### src/rtl/seq_101_tx.sv
// Serial "101"-sync frame transmitter: preamble 1,0,1, zero-stuffed MSB-first payload, zero guard run.
// One bit per clock on a registered d_out; a new word is accepted only from IDLE.
module seq_101_tx #(
  parameter int DATA_W    = 8,
  parameter int GUARD_LEN = 2
) (
  input  logic              clock,
  input  logic              rst_n,
  input  logic [DATA_W-1:0] tx_data,
  input  logic              tx_valid,
  output logic              tx_ready,
  output logic              d_out,
  output logic              tx_active,
  output logic              stuff_bit
);
  localparam int BW = $clog2(DATA_W + 1);
  localparam int GW = $clog2(GUARD_LEN + 1);

  typedef enum logic [1:0] {IDLE, PRE, DATA, GUARD} state_t;

  state_t            state, state_nx;
  logic [DATA_W-1:0] shreg, shreg_nx;
  logic [BW-1:0]     bcnt, bcnt_nx;
  logic [GW-1:0]     gcnt, gcnt_nx;
  logic [1:0]        pcnt, pcnt_nx;
  logic [1:0]        hist, hist_nx;
  logic              d_nx, act_nx, stf_nx;

  assign tx_ready = (state == IDLE) && rst_n;

  // The first preamble bit goes out on the accept edge itself; PRE covers the remaining two.
  always_comb begin
    state_nx = state;
    shreg_nx = shreg;
    bcnt_nx  = bcnt;
    gcnt_nx  = gcnt;
    pcnt_nx  = pcnt;
    d_nx     = 1'b0;
    act_nx   = 1'b0;
    stf_nx   = 1'b0;
    case (state)
      IDLE: begin
        if (tx_valid && tx_ready) begin
          shreg_nx = tx_data;
          bcnt_nx  = BW'(DATA_W);
          pcnt_nx  = 2'd1;
          d_nx     = 1'b1;
          act_nx   = 1'b1;
          state_nx = PRE;
        end
      end
      PRE: begin
        act_nx  = 1'b1;
        d_nx    = (pcnt == 2'd2);
        pcnt_nx = pcnt + 2'd1;
        if (pcnt == 2'd2) state_nx = DATA;
      end
      DATA: begin
        act_nx = 1'b1;
        // A 1 after "10" would form the sync pattern, so insert a 0 first.
        if (hist == 2'b10) begin
          stf_nx = 1'b1;
        end else begin
          d_nx     = shreg[DATA_W-1];
          shreg_nx = shreg << 1;
          bcnt_nx  = bcnt - 1'b1;
          if (bcnt == BW'(1)) begin
            gcnt_nx  = '0;
            state_nx = GUARD;
          end
        end
      end
      GUARD: begin
        // One extra edge past the last guard zero returns the line to idle.
        if (gcnt == GW'(GUARD_LEN)) begin
          state_nx = IDLE;
        end else begin
          act_nx  = 1'b1;
          gcnt_nx = gcnt + 1'b1;
        end
      end
      default: state_nx = IDLE;
    endcase
    hist_nx = {hist[0], d_nx};
  end

  always_ff @(posedge clock) begin
    if (!rst_n) begin
      state     <= IDLE;
      shreg     <= '0;
      bcnt      <= '0;
      gcnt      <= '0;
      pcnt      <= '0;
      hist      <= 2'b00;
      d_out     <= 1'b0;
      tx_active <= 1'b0;
      stuff_bit <= 1'b0;
    end else begin
      state     <= state_nx;
      shreg     <= shreg_nx;
      bcnt      <= bcnt_nx;
      gcnt      <= gcnt_nx;
      pcnt      <= pcnt_nx;
      hist      <= hist_nx;
      d_out     <= d_nx;
      tx_active <= act_nx;
      stuff_bit <= stf_nx;
    end
  end
endmodule

### config.mk
export PLATFORM = sky130hd
export DESIGN_NAME = seq_101_tx
export DESIGN_NICKNAME = d
export VERILOG_FILES = /design/src/rtl/seq_101_tx.sv
export SDC_FILE = /design/constraint.sdc
export NUM_CORES = 1
export LEC_CHECK = 0
export ABC_AREA = 0
export BUFFER_PORTS_ARGS = -buffer_cell sky130_fd_sc_hd__buf_2
export CAP_MARGIN = 20
export CORE_ASPECT_RATIO = 1.2
export CORE_MARGIN = 2
export CORE_UTILIZATION = 45
export CTS_CLUSTER_DIAMETER = 40
export DETAILED_ROUTE_END_ITERATION = 10
export MAX_ROUTING_LAYER = met4
export PLACE_DENSITY = 0.66
export SKIP_CTS_REPAIR_TIMING = 1
export SLEW_MARGIN = 20
export SYNTH_ARGS = -nofsm -noshare
export SYNTH_HDL_FRONTEND = slang
export SYNTH_SLANG_ARGS = --single-unit
### constraint.sdc
create_clock -name clock -period 1.82 [get_ports clock]
set_input_delay 0.091 -clock clock [delete_from_list [all_inputs] [get_ports clock]]
set_output_delay 0.091 -clock clock [all_outputs]
set_load 0.02 [all_outputs]
# Yosys cells after proc, flatten, opt, wreduce, memory -nomap -nowiden
# Cells that the tools add are included.
# totals
reg_bits	23
inputBits	11
out_inout_bits	4
word_cells	60
# classes
add_sub_neg	3
eq_ne	13
muxes	23
reduce_logical	12
# ops
op	count
2-bit two-way mux	8
8-bit two-way mux	2
8-bit one-hot mux with 2 select lines	1
2-bit == test, second input constant	5
2-bit inequality test, second input constant	5
4-bit two-way mux	2
2-bit one-hot mux with 2 select lines	2
2-bit one-hot mux with 4 select lines	1
4-bit one-hot mux with 2 select lines	1
1-bit one-hot mux with 3 select lines	2
2-bit nonzero test	3
5-bit AND reduction	1
2-bit by 1-bit adder with 2-bit output, second input constant	2
4-bit by 1-bit == test with 1-bit output, second input constant	1
1-bit two-way mux	4
2-bit AND reduction	2
4-bit AND reduction	1
4-bit by 1-bit subtractor with 4-bit output, second input constant	1
3-bit AND reduction	1
2-bit by 1-bit == test with 1-bit output, second input constant	1
1-bit logical AND	2
2-bit zero test	1
2-bit by 1-bit inequality test with 1-bit output, second input constant	1
2-bit OR reduction	1

# Logic depth before layout (Yosys ltp)
# depth
word_depth	5
mapped_depth	8
ltp_nobuf	6

# Worst setup path after synthesis
# Ideal clock, no wire load.
# synth_path
path_type	reg-to-reg
start	register state[0]
end	register bcnt[2]
t_arrival_ns	1.498
required_time_ns	1.732
setup_slack_ns	0.233
stages_incl_launch_ff	8
n_path_buf	3
period_less_slack_ns	1.587
path_cell_list	dfxtp_1 inv_1 ha_1 buf_2 o211a_1 buf_6 buf_8 a311oi_2
# synth_between
elab_chain_cells	5
# synth_rtl
item	line	rtl
from (decl)	21	state_t state, state_nx;
from (signal assigned)	99	state <= state_nx;
2-bit zero test	29, 41	
1-bit logical AND	29	assign tx_ready = (state == IDLE) && rst_n;
1-bit logical AND	43	if (tx_valid && tx_ready) begin
2-bit by 1-bit inequality test with 1-bit output (no line)	--	
3-bit AND reduction (no line)	--	
to (signal assigned)	101	bcnt <= bcnt_nx;
to (decl)	23	logic [BW-1:0] bcnt, bcnt_nx;
# Several ways; a longest one is shown, not always the timed one.
# A chain may end at the register's enable or synchronous reset.

# Worst setup path after layout
# layout_path
start	register state[0]
end	register shreg[1]
# layout_between
elab_chain_cells	5
# layout_rtl
item	line	rtl
2-bit zero test	29, 41	
1-bit logical AND	29	
1-bit logical AND	43	
2-bit by 1-bit inequality test with 1-bit output (no line)	--	
3-bit AND reduction (no line)	--	
to (signal assigned)	100	shreg <= shreg_nx;
to (decl)	22	logic [DATA_W-1:0] shreg, shreg_nx;
# Several ways; a longest one is shown, not always the timed one.

==> metrics.md <==
| Metric | Value |
|---|---|
| Status | `finished clean` |
| CP max stage delay | `0.38 ns` |
| RSZ-0062 raised after global routing | `no` |
| Core Region | `roughly 2500 um2` |
| Largest net degree at the start of global routing | `18` |
| Avg Cell Area, Syn | `~9.3 um2` |
| Crit path to | `shreg[1]` |
| Post-Route Setup TNS | `0 ns` |
| Synth Instances | `between 100 and 150` |
| Total GRT Usage | `~17%` |
| Crit-path leading delay family | `compound AO/OA/AOI/OAI gates` |
| Inserted Diodes | `0` |
| Power density cells | `about 1600 nW/um2` |
| Mapped cell area | `~1200 um2` |
| Die ar. | `~3000 um2` |
| Reg clk slew, reported paths | `0.13 ns` |
| Fin. Hold Viols | `0` |
| Final non-filler cell total | `173` |
| Initial antenna violation count | `0` |
| H-tree depth | `1` |
| GPL Wtd Cong | `0.841` |
| Hpwl dp | `approximately 1.6 mm` |
| Post-DRT Antenna Nets | `0` |
| Routed length per instance | `between 10 and 15 um` |
| Count of different cell masters after synthesis | `33` |
| Beginning of the worst hold path | `tx_data[4]` |
| Slowest CP cell | `dfxtp_2` |
| Crit-path max FO | `15` |
| Initial Util | `around 47%` |
| CTS buffer count | `3` |
| Vias in the first global route | `935` |
| CTS sink cnt | `22` |
| Final worst-path cycle share | `about nine tenths` |
| Routed wire length | `approximately 2.1 mm` |
| Fmax | `slightly above 600 MHz` |
| Clock buffer depth | `2` |
| CP Cell Sequence | `inv_1 -> ha_1 -> a21bo_4 -> o211a_1 -> buf_6 -> nor2_1 -> a211oi_1` |
| R2r worst-path depth | `7` |
| Register area share after synthesis | `about two fifths` |
| WP buf/inv | `2` |
| Hold Path Class | `input port to flop` |
| LEAKAGE | `0.541 nW` |
| CP Class | `flop to flop` |
| Peak supply drop | `0.812 mV` |
| Nets | `about 160` |
| CTS tree | `yes` |
| Critical R2R Capture | `shreg[1]` |
| Share of cells above drive strength 1 | `between 20% and 30%` |
| Area grow syn2layout | `13.6%` |
| Fin crit period | `roughly 1.7 ns` |
| Final Setup Violations | `0` |
| First-pass GRT wire length | `roughly 3.7 mm` |
| Crit path DAT | `1.89 ns` |
| Setup Skew | `0.00453 ns` |
| R2r setup slk | `between 0.15 and 0.2 ns` |
| Port buffer count | `14` |
| First DRT Iteration DRCs | `4` |
| Yosys warning count | `0` |
| Worst EP required | `~2 ns` |
| FF+latch count, synth | `22` |
| Place WS | `roughly 0.098 ns` |
| Crit path launch | `state[0]` |
| Post-Syn Nets | `between 100 and 150` |
| Num ports | `15` |
| Max-slew violations | `0` |
| Nature of the critical path endpoint | `flop` |
| Logic depth of the worst setup path including buffers | `7` |
| Vias per cell | `between 5 and 6` |
| Actual slew at the worst max-slew pin | `between 0.2 and 0.3 ns` |
| Max-cap violations | `0` |
| Grt ovf | `0` |
| Drt first pass iters | `4` |
| Remaining DRCs | `0` |
| Commonest non-fill, non-tap cell in the layout | `dfxtp_1` |
| Clk_lat worst skew | `0.32 ns` |
| Setup crit start kind | `flop` |
| Post-Place Cells | `169` |
| Worst setup margin | `0.166 ns` |
| Height of the die | `59.6 um` |
| Most frequent cells in the layout | `dfxtp_1 (20), nor2_1 (14), buf_2 (14)` |
| Worst slew margin | `80.0%` |
| DR vias | `around 900` |
| Reg2Reg Launch Point | `state[0]` |
| Root buf cell | `clkbuf_4` |
| Row count | `20` |
| DIE WIDTH | `50.3 um` |
-- worst min-delay path: cells and delay by family --
family,cells,cell delay [ns]
compound gates,1,0.08
buf+inv,1,0.09
mux,1,0.11
-- cell usage after synthesis (all sizes together) --
master | number | area share, %
dfxtp | 22 | 38
nor2 | 14 | 4.5
mux2i | 12 | 10
ha | 10 | 11
inv | 10 | 3.2
a211oi | 8 | 5.2
nand2 | 7 | 2.3
buf | 5 | 3.6
a311oi | 4 | 3.6
a21oi | 3 | 1.3
and2 | 3 | 1.6
nand2b | 3 | 1.6
nand3 | 3 | 1.3
nor2b | 3 | 1.6
nor3 | 2 | 0.86
o21ai | 2 | 0.86
a21bo | 1 | 1.4
and3 | 1 | 0.54
clkbuf | 1 | 0.32
nand3b | 1 | 0.65
nand4 | 1 | 0.54
o211a | 1 | 0.86
o21a | 1 | 0.65
o221ai | 1 | 0.76
o22a | 1 | 0.76
o2bb2ai | 1 | 0.76
o31a | 1 | 0.76
or2b | 1 | 0.65
or3 | 1 | 0.54
-- routing by layer --
metal / track usage (%) / routed length (um)
met2: 30.8 / 1130
met5: - / 0
met1: 16.7 / 862
met3: 2.27 / 49
met4: 9.27 / 52
-- logic make-up (layout without fill, tap and decap cells) --
family                     after synthesis  in the layout  synth area share [%]
and+or+nand+nor                         40             40                  16.8
AOI/OAI and AO/OA                       24             24                  16.9
DFF                                     22             22                  38.1
buffers and inverters                   16             32                  7.13
muxes                                   12             12                  10.4
adders and majority gates               10             10                  10.8
-- per-stage QoR --
stage / instance area, um2 / total power [W] / utilization (%) / hold slack, ns
detailed placement: 1250 / 0.00174 / 50.6 / 0.439
global route: 1320 / 0.00228 / 53.1 / 0.0975
finish: 1320 / 0.00212 / 53.1 / 0.0893
CTS: 1310 / 0.00212 / 52.7 / 0.0813
floorplan: 1160 / 0.00157 / - / 0.278
global placement: 1250 / 0.00170 / 50.6 / 0.433
-- sequential cells by signal, summed over array words and instances (netlist names) --
| register | cells |
|---|---|
| gcnt | 2 |
| bcnt | 4 |
| pcnt | 2 |
| hist | 2 |
| state | 2 |
| shreg | 8 |
| tx_active | 1 |
| stuff_bit | 1 |
-- worst min path at each step --
stage                end  cells after the start
2_1_floorplan  tx_active                      2
3_3_place_gp    shreg[6]                      3
3_5_place_dp    shreg[4]                      3
4_1_cts         shreg[4]                      3
5_1_grt         shreg[2]                      3
6_report        shreg[4]                      3
-- final cells by class --
type                    instances  area [um2]
flip-flops and latches         22         443
clock buffers                   3        22.5
clock inverters                 1        30.0
repair buffers                 18         104
fillers                       233        1160
multi-input cells              86         637
well taps                      33        41.3
inverters                      10        37.5
-- where the power goes --
| part | total, W | internal [W] | switching, W |
|---|---|---|---|
| sequential | 0.000743 | 0.000644 | 0.0000992 |
| combinational | 0.000994 | 0.000466 | 0.000528 |
| clock | 0.000381 | 0.000223 | 0.000158 |
| total | 0.00212 | 0.00133 | 0.000785 |
No activity file was read; power rests on OpenSTA's default activity.
